<file path="src/rtl/alu_ctrl_fsm_pkg.sv">
// Shared types and encoding constants for the ALU control FSM.
// Field positions assume the 3-bit register address fields of the 16-bit instruction word.
package alu_ctrl_fsm_pkg;

  typedef enum logic [1:0] {
    StIdle,
    StExec,
    StBranch,
    StHalted
  } state_e;

  typedef enum logic [1:0] {
    ClassAlu,
    ClassBr,
    ClassHalt
  } instr_class_e;

  typedef enum logic [1:0] {
    CondAlways = 2'b00,
    CondZ      = 2'b01,
    CondN      = 2'b10,
    CondV      = 2'b11
  } cond_e;

  typedef logic [2:0] alu_op_t;

  localparam alu_op_t AluAdd  = 3'b000;
  localparam alu_op_t AluSub  = 3'b001;
  localparam alu_op_t AluAnd  = 3'b010;
  localparam alu_op_t AluOr   = 3'b011;
  localparam alu_op_t AluXor  = 3'b100;
  localparam alu_op_t AluInc  = 3'b101;
  localparam alu_op_t AluMova = 3'b110;
  localparam alu_op_t AluMovb = 3'b111;

  localparam int unsigned InstrW  = 16;
  localparam int unsigned OffW    = 12;
  localparam int unsigned FlagW   = 3;
  localparam int unsigned ClassB  = 15;
  localparam int unsigned SubB    = 14;
  localparam int unsigned OpMsb   = 14;
  localparam int unsigned CondMsb = 13;
  localparam int unsigned RdMsb   = 11;
  localparam int unsigned RaMsb   = 8;
  localparam int unsigned RbMsb   = 5;

  localparam int unsigned FlagZ = 2;
  localparam int unsigned FlagN = 1;
  localparam int unsigned FlagV = 0;

  function automatic instr_class_e instr_class(logic [InstrW-1:0] instr);
    if (!instr[ClassB]) begin
      return ClassAlu;
    end else if (!instr[SubB]) begin
      return ClassBr;
    end
    return ClassHalt;
  endfunction

endpackage

</file>
<file path="src/rtl/alu_ctrl_fsm_if.sv">
// Instruction handshake plus datapath control/flag bus between fetch, controller and ALU.
interface alu_ctrl_fsm_if #(
  parameter int unsigned RAW = 3
);
  logic [15:0]    instr_i;
  logic           instr_valid;
  logic           instr_ready;
  logic [2:0]     alu_opcode;
  logic [2:0]     alu_flags;
  logic [RAW-1:0] rf_ra;
  logic [RAW-1:0] rf_rb;
  logic [RAW-1:0] rf_wa;
  logic           rf_we;
  logic           pc_load;
  logic [11:0]    pc_offset;

  // Environment side: fetch supplies instructions, ALU supplies flags.
  modport master (
    output instr_i, instr_valid, alu_flags,
    input  instr_ready, alu_opcode, rf_ra, rf_rb, rf_wa, rf_we, pc_load, pc_offset
  );

  // Controller side.
  modport slave (
    input  instr_i, instr_valid, alu_flags,
    output instr_ready, alu_opcode, rf_ra, rf_rb, rf_wa, rf_we, pc_load, pc_offset
  );
endinterface

</file>
<file path="src/rtl/alu_ctrl_fsm_branch_cond.sv">
// Branch condition evaluation against the latched {Z,N,V} status.
module alu_ctrl_fsm_branch_cond
  import alu_ctrl_fsm_pkg::*;
(
  input  cond_e            cond_i,
  input  logic [FlagW-1:0] status_i,
  output logic             take_o
);

  always_comb begin
    take_o = 1'b0;
    unique case (cond_i)
      CondAlways: take_o = 1'b1;
      CondZ:      take_o = status_i[FlagZ];
      CondN:      take_o = status_i[FlagN];
      CondV:      take_o = status_i[FlagV];
      default:    take_o = 1'b0;
    endcase
  end

endmodule

</file>
<file path="src/rtl/alu_ctrl_fsm.sv">
// ALU control FSM: accepts instructions, drives ALU opcode and register-file addresses,
// latches ALU flags, evaluates branches and counts retired instructions.
module alu_ctrl_fsm
  import alu_ctrl_fsm_pkg::*;
#(
  parameter int unsigned RAW   = 3,
  parameter int unsigned CNT_W = 16
) (
  input  logic              clk,
  input  logic              rst,
  alu_ctrl_fsm_if.slave     bus,
  output logic [FlagW-1:0]  status,
  output logic              halted,
  output logic [CNT_W-1:0]  retired
);

  state_e             state_q, state_d;
  logic [InstrW-1:0]  ir_q, ir_d;
  logic [FlagW-1:0]   status_q, status_d;
  logic [CNT_W-1:0]   retired_q, retired_d;
  logic [CNT_W-1:0]   retired_inc;
  logic               take;
  logic               unused_ir;

  // Class bit and don't-care ALU bits are never looked at after decode.
  assign unused_ir = ir_q[ClassB] ^ (^ir_q[2:0]);

  assign retired_inc = (&retired_q) ? retired_q : retired_q + CNT_W'(1);

  alu_ctrl_fsm_branch_cond u_branch_cond (
    .cond_i   (cond_e'(ir_q[CondMsb -: 2])),
    .status_i (status_q),
    .take_o   (take)
  );

  always_comb begin
    state_d       = state_q;
    ir_d          = ir_q;
    status_d      = status_q;
    retired_d     = retired_q;
    bus.instr_ready = 1'b0;
    bus.alu_opcode  = AluAdd;
    bus.rf_ra       = '0;
    bus.rf_rb       = '0;
    bus.rf_wa       = '0;
    bus.rf_we       = 1'b0;
    bus.pc_load     = 1'b0;
    bus.pc_offset   = '0;

    unique case (state_q)
      StIdle: begin
        bus.instr_ready = ~rst;
        if (bus.instr_valid) begin
          ir_d = bus.instr_i;
          unique case (instr_class(bus.instr_i))
            ClassAlu: state_d = StExec;
            ClassBr:  state_d = StBranch;
            default: begin
              state_d   = StHalted;
              retired_d = retired_inc;
            end
          endcase
        end
      end
      StExec: begin
        bus.alu_opcode = ir_q[OpMsb -: 3];
        bus.rf_wa      = ir_q[RdMsb -: RAW];
        bus.rf_ra      = ir_q[RaMsb -: RAW];
        bus.rf_rb      = ir_q[RbMsb -: RAW];
        bus.rf_we      = ~rst;
        status_d       = bus.alu_flags;
        retired_d      = retired_inc;
        state_d        = StIdle;
      end
      StBranch: begin
        bus.pc_offset = ir_q[OffW-1:0];
        bus.pc_load   = take & ~rst;
        retired_d     = retired_inc;
        state_d       = StIdle;
      end
      StHalted: begin
        state_d = StHalted;
      end
      default: begin
        state_d = StIdle;
      end
    endcase
  end

  always_ff @(posedge clk) begin
    if (rst) begin
      state_q   <= StIdle;
      ir_q      <= '0;
      status_q  <= '0;
      retired_q <= '0;
    end else begin
      state_q   <= state_d;
      ir_q      <= ir_d;
      status_q  <= status_d;
      retired_q <= retired_d;
    end
  end

  assign status  = status_q;
  assign halted  = (state_q == StHalted);
  assign retired = retired_q;

endmodule

</file>
<file path="src/flat_wrapper.sv">
// flat-port wrapper written by rule: the top's interface ports become plain ports
module alu_ctrl_fsm_flat import alu_ctrl_fsm_pkg::*;
#(
  parameter int unsigned RAW   = 3,
  parameter int unsigned CNT_W = 16
)
  (clk, rst, status, halted, retired, bus_instr_i, bus_instr_valid, bus_alu_flags, bus_instr_ready, bus_alu_opcode, bus_rf_ra, bus_rf_rb, bus_rf_wa, bus_rf_we, bus_pc_load, bus_pc_offset);
  alu_ctrl_fsm_if #(.RAW(RAW)) bus_i ();
  input  logic clk;
  input  logic rst;
  output logic [FlagW-1:0] status;
  output logic halted;
  output logic [CNT_W-1:0] retired;
  input wire logic [$bits(bus_i.instr_i)-1:0] bus_instr_i;
  input wire logic [$bits(bus_i.instr_valid)-1:0] bus_instr_valid;
  input wire logic [$bits(bus_i.alu_flags)-1:0] bus_alu_flags;
  output wire logic [$bits(bus_i.instr_ready)-1:0] bus_instr_ready;
  output wire logic [$bits(bus_i.alu_opcode)-1:0] bus_alu_opcode;
  output wire logic [$bits(bus_i.rf_ra)-1:0] bus_rf_ra;
  output wire logic [$bits(bus_i.rf_rb)-1:0] bus_rf_rb;
  output wire logic [$bits(bus_i.rf_wa)-1:0] bus_rf_wa;
  output wire logic [$bits(bus_i.rf_we)-1:0] bus_rf_we;
  output wire logic [$bits(bus_i.pc_load)-1:0] bus_pc_load;
  output wire logic [$bits(bus_i.pc_offset)-1:0] bus_pc_offset;
  assign bus_i.instr_i = bus_instr_i;
  assign bus_i.instr_valid = bus_instr_valid;
  assign bus_i.alu_flags = bus_alu_flags;
  assign bus_instr_ready = bus_i.instr_ready;
  assign bus_alu_opcode = bus_i.alu_opcode;
  assign bus_rf_ra = bus_i.rf_ra;
  assign bus_rf_rb = bus_i.rf_rb;
  assign bus_rf_wa = bus_i.rf_wa;
  assign bus_rf_we = bus_i.rf_we;
  assign bus_pc_load = bus_i.pc_load;
  assign bus_pc_offset = bus_i.pc_offset;
  alu_ctrl_fsm #(.RAW(RAW), .CNT_W(CNT_W)) u_core (.clk(clk), .rst(rst), .bus(bus_i), .status(status), .halted(halted), .retired(retired));
endmodule
</file>
<file path="config.mk">
export PLATFORM = sky130hd
export DESIGN_NAME = alu_ctrl_fsm_flat
export DESIGN_NICKNAME = d
export VERILOG_FILES = /design/src/rtl/alu_ctrl_fsm_pkg.sv /design/src/rtl/alu_ctrl_fsm_if.sv /design/src/rtl/alu_ctrl_fsm_branch_cond.sv /design/src/rtl/alu_ctrl_fsm.sv /design/src/flat_wrapper.sv
export SDC_FILE = /design/constraint.sdc
export NUM_CORES = 1
export LEC_CHECK = 0
export BUFFER_PORTS_ARGS = -buffer_cell sky130_fd_sc_hd__buf_4
export CAP_MARGIN = 20
export CORE_MARGIN = 5
export CORE_UTILIZATION = 50
export CTS_BUF_LIST = sky130_fd_sc_hd__clkbuf_4 sky130_fd_sc_hd__clkbuf_8
export DETAILED_ROUTE_END_ITERATION = 6
export MAX_ROUTING_LAYER = met4
export PLACE_DENSITY = 0.82
export SYNTH_ARGS = -nofsm -noshare
export SYNTH_HDL_FRONTEND = slang
export SYNTH_SLANG_ARGS = --single-unit
</file>
<file path="constraint.sdc">
create_clock -name clk -period 2.5 [get_ports clk]
set_input_delay 0.125 -clock clk [delete_from_list [all_inputs] [get_ports clk]]
set_output_delay 0.125 -clock clk [all_outputs]
set_load 0.02 [all_outputs]
</file>
==> impl_metrics.py <==
metrics = {
    "status": {
        "status": "complete, no violations",
    },
    "critical_path": {
        "worstSetupEndpoint": "u_core.retired[13]",
        "required_ns": 2.68,
        "endpoint_kind": "flip-flop",
        "r2r_start": "u_core.retired[0]",
        "startpoint": "u_core.retired[0]",
        "slowest_stage": "dfxtp_1",
        "r2r_slack_ns": 0.41,
        "cp-start-kind": "flip-flop",
        "cp_cell_sequence": "ha_1, nand3_1, o41ai_4, buf_4, nor4_1, mux2_1",
        "crit_fanout": 19,
        "criticalPathCategory": "flip-flop to flip-flop",
        "rr_endpoint": "u_core.retired[13]",
        "reg2reg_depth": 6,
        "arrival_ns": 2.26,
        "critPathMaxStageDelay_ns": 0.42,
    },
    "sta": {
        "finalSetupViolCount": 0,
        "maxSlewViolCount": 0,
        "hold_ws_ns": 0.0681,
        "fmax_mhz": 480,
        "tns_ns": 0,
        "fin_skew_ns": 0.00551,
        "rsz0062_at_grt": "no",
        "period_share_pct": 83.4,
        "slew_headroom_pct": 54.2,
        "finalHoldViolCount": 0,
        "final.min_clock_period_ns": 2.09,
        "worst_pin_slew_ns": 0.685,
    },
    "run": {
        "cap_viol_max_count": 0,
    },
    "place": {
        "dpl_cell_area_um2": 2390,
        "io_buffers": 68,
        "gp_congestion": 0.860,
        "dpl.hpwl_mm": 3.35,
    },
    "layout": {
        "n_antenna_cell": 0,
        "fill_cells": 351,
        "drive_above_1_share_pct": 27.5,
        "finish.net_count": 317,
        "synthToLayoutAreaGrowth_pct": 33.3,
        "final_area_um2": 2510,
        "regArea_um2": 721,
        "multi_input_area_um2": 1080,
    },
    "cts": {
        "clk_pin_slew_ns": 0.08,
        "cts_hold_buf": 0,
        "cts_resized": 0,
        "ctsRootBufferMaster": "clkbuf_8",
        "clkSinkCount": 36,
        "clk_latency_ns": 0.29,
        "cts_buffers": 5,
        "cts_setup_buffers": 0,
        "cts.path.max_buffers": 2,
        "h-tree-depth": 2,
        "tritoncts": "done",
    },
    "floorplanning": {
        "die_w_um": 71.3,
        "coreArea_um2": 3660,
        "rows": 22,
        "die_h_um": 71.3,
        "boundaryPins": 69,
        "start_util_pct": 51.4,
        "dieArea_um2": 5090,
    },
    "synthesis": {
        "yosysSeqAreaShare_pct": 38.3,
        "synth_area_um2": 1880,
        "synth_area_per_cell_um2": 8.28,
        "ys_warn_count": 0,
        "syn_inst": 227,
        "synthDistinctLibCells": 34,
        "synth_nets": 254,
        "synth-seq-cells": 36,
    },
    "routing": {
        "drc": 0,
        "drt_pass1_iterations": 4,
        "drt-total-wl_mm": 4.72,
        "drt_iter0_drc": 161,
        "routedWlPerCell_um": 13.9,
        "vias": 1802,
        "vias_per_cell": 5.32,
        "ant_nets": 0,
    },
    "power": {
        "p_leak_nw": 1.10,
        "ir_worst_vdd_uv": 358,
        "p_per_area_nw_per_um2": 527,
        "power_mw": 1.32,
    },
    "grt": {
        "grt_first_pass_wirelength_mm": 8.01,
        "track_usage_pct": 20.1,
        "grt_max_degree": 45,
        "grt_pass1_vias": 1751,
        "antenna_found_initial": 0,
        "grt-ovfl-total": 0,
    },
    "min_path": {
        "hp-class": "input port to flip-flop",
    },
}
## power by group
group	internal [mW]	total, mW	switching (mW)	leakage, nW
sequential	0.598	0.616	0.0177	0.293
combinational	0.0819	0.196	0.114	0.757
clock	0.295	0.509	0.214	0.0541
## cell usage in the layout, fill, tap and decap left out, types with 2 or more instances in the layout
cell type  Yosys  final
o211ai_1       2      2
o31ai_1        6      6
nor2_1         9      9
nand2_1       36     36
and2_1        25     25
mux2i_1        4      4
nand4_1        3      3
and3_1         3      3
nand2b_1       2      2
or4_1          6      6
clkbuf_8       0      5
nand3_1        5      5
nor3b_1        2      2
mux2_1         5      5
o21ai_1        3      3
a21oi_1       27     27
and4_1         3      3
nor2b_1        8      8
buf_4          0     69
or3_1          4      4
nor4_1         5      5
o21ai_0        3      3
inv_1          4      4
dfxtp_1       36     36
ha_1           5      5
## final cells by class
class | instances | area share, %
Sequential cell | 36 | 28.8
Clock inverter | 3 | 1.70
Inverter | 4 | 0.599
Clock buffer | 5 | 2.75
Multi-Input combinational cell | 174 | 43.1
Timing Repair Buffer | 69 | 20.7
Tap cell | 48 | 2.40
## registers in the layout, indices dropped and copies added, names as in the netlist
name and count:
u_core.state_q 2, u_core.status 3, u_core.retired 16, u_core.ir_q 15
## cells in the mapped netlist
library cell | count | area share (%)
dfxtp_1 | 36 | 38
nand2_1 | 36 | 7.2
a21oi_1 | 27 | 7.2
and2_1 | 25 | 8.3
clkbuf_1 | 10 | 2.0
nor2_1 | 9 | 1.8
nor2b_1 | 8 | 2.7
o31ai_1 | 6 | 2.4
or4_1 | 6 | 2.4
ha_1 | 5 | 3.3
mux2_1 | 5 | 3.0
nand3_1 | 5 | 1.3
nor4_1 | 5 | 1.7
inv_1 | 4 | 0.80
mux2i_1 | 4 | 2.1
or3_1 | 4 | 1.3
and3_1 | 3 | 1.0
and4_1 | 3 | 1.4
nand4_1 | 3 | 1.0
o21ai_0 | 3 | 0.80
o21ai_1 | 3 | 0.80
buf_6 | 2 | 1.2
nand2b_1 | 2 | 0.67
nor3b_1 | 2 | 0.80
o211ai_1 | 2 | 0.80
a2111oi_0 | 1 | 0.47
buf_1 | 1 | 0.20
nand3b_1 | 1 | 0.40
nand4_4 | 1 | 1.1
o2111ai_1 | 1 | 0.47
o211ai_2 | 1 | 0.67
o21a_1 | 1 | 0.40
o21ba_1 | 1 | 0.53
o41ai_4 | 1 | 1.5
## metal layers
layer / up-vias / routed length [um] / global-route usage (%)
met5: - / 0 / -
met4: 0 / 63 / 6.26
met3: 6 / 303 / 4.91
met2: 56 / 2300 / 33.8
met1: 822 / 2050 / 23.7
li1: 918 / - / -
## cell families (layout without fill, tap and decap cells)
kind of cell             count (synthesis)  count (layout)  synth area share [%]
AND/OR/NAND/NOR                        113             113                  33.1
AO/OA/AOI/OAI                           47              47                  16.0
flip-flops                              36              36                  38.3
buffers and inverters                   17              81                  4.19
multiplexers                             9               9                  5.12
adder cells (fa/ha/maj)                  5               5                  3.33
## per-stage QoR
stage / worst slack (ns) / cells / utilization (%)
2_1_floorplan: 0.587 / 227 / -
3_3_place_gp: 0.525 / 331 / 65.4
3_5_place_dp: 0.414 / 331 / 65.4
4_1_cts: 0.409 / 339 / 68.5
5_1_grt: 0.265 / 339 / 68.5
6_report: 0.415 / 339 / 68.5
## critical path, delay by kind of cell (launching register included)
| family | cells | cell delay, ns |
|---|---|---|
| adder cells (fa/ha/maj) | 1 | 0.24 |
| flip-flops | 1 | 0.42 |
| AND/OR/NAND/NOR | 2 | 0.27 |
| buffers and inverters | 1 | 0.29 |
| AO/OA/AOI/OAI | 1 | 0.42 |
| multiplexers | 1 | 0.33 |
## worst min-delay path by stage
| stage | startpoint | endpoint | slack, ns | cells after the start |
|---|---|---|---|---|
| floorplan | bus_instr_i[0] | u_core.ir_q[0] | 0.26 | 2 |
| global route | bus_instr_i[2] | u_core.ir_q[2] | 0.08 | 3 |
| global placement | bus_alu_flags[2] | u_core.status[2] | 0.37 | 3 |
| detailed placement | bus_alu_flags[1] | u_core.status[1] | 0.37 | 3 |
| CTS | bus_alu_flags[1] | u_core.status[1] | 0.06 | 3 |
| finish | bus_alu_flags[0] | u_core.status[0] | 0.07 | 3 |
No activity file was read; power rests on OpenSTA's default activity.
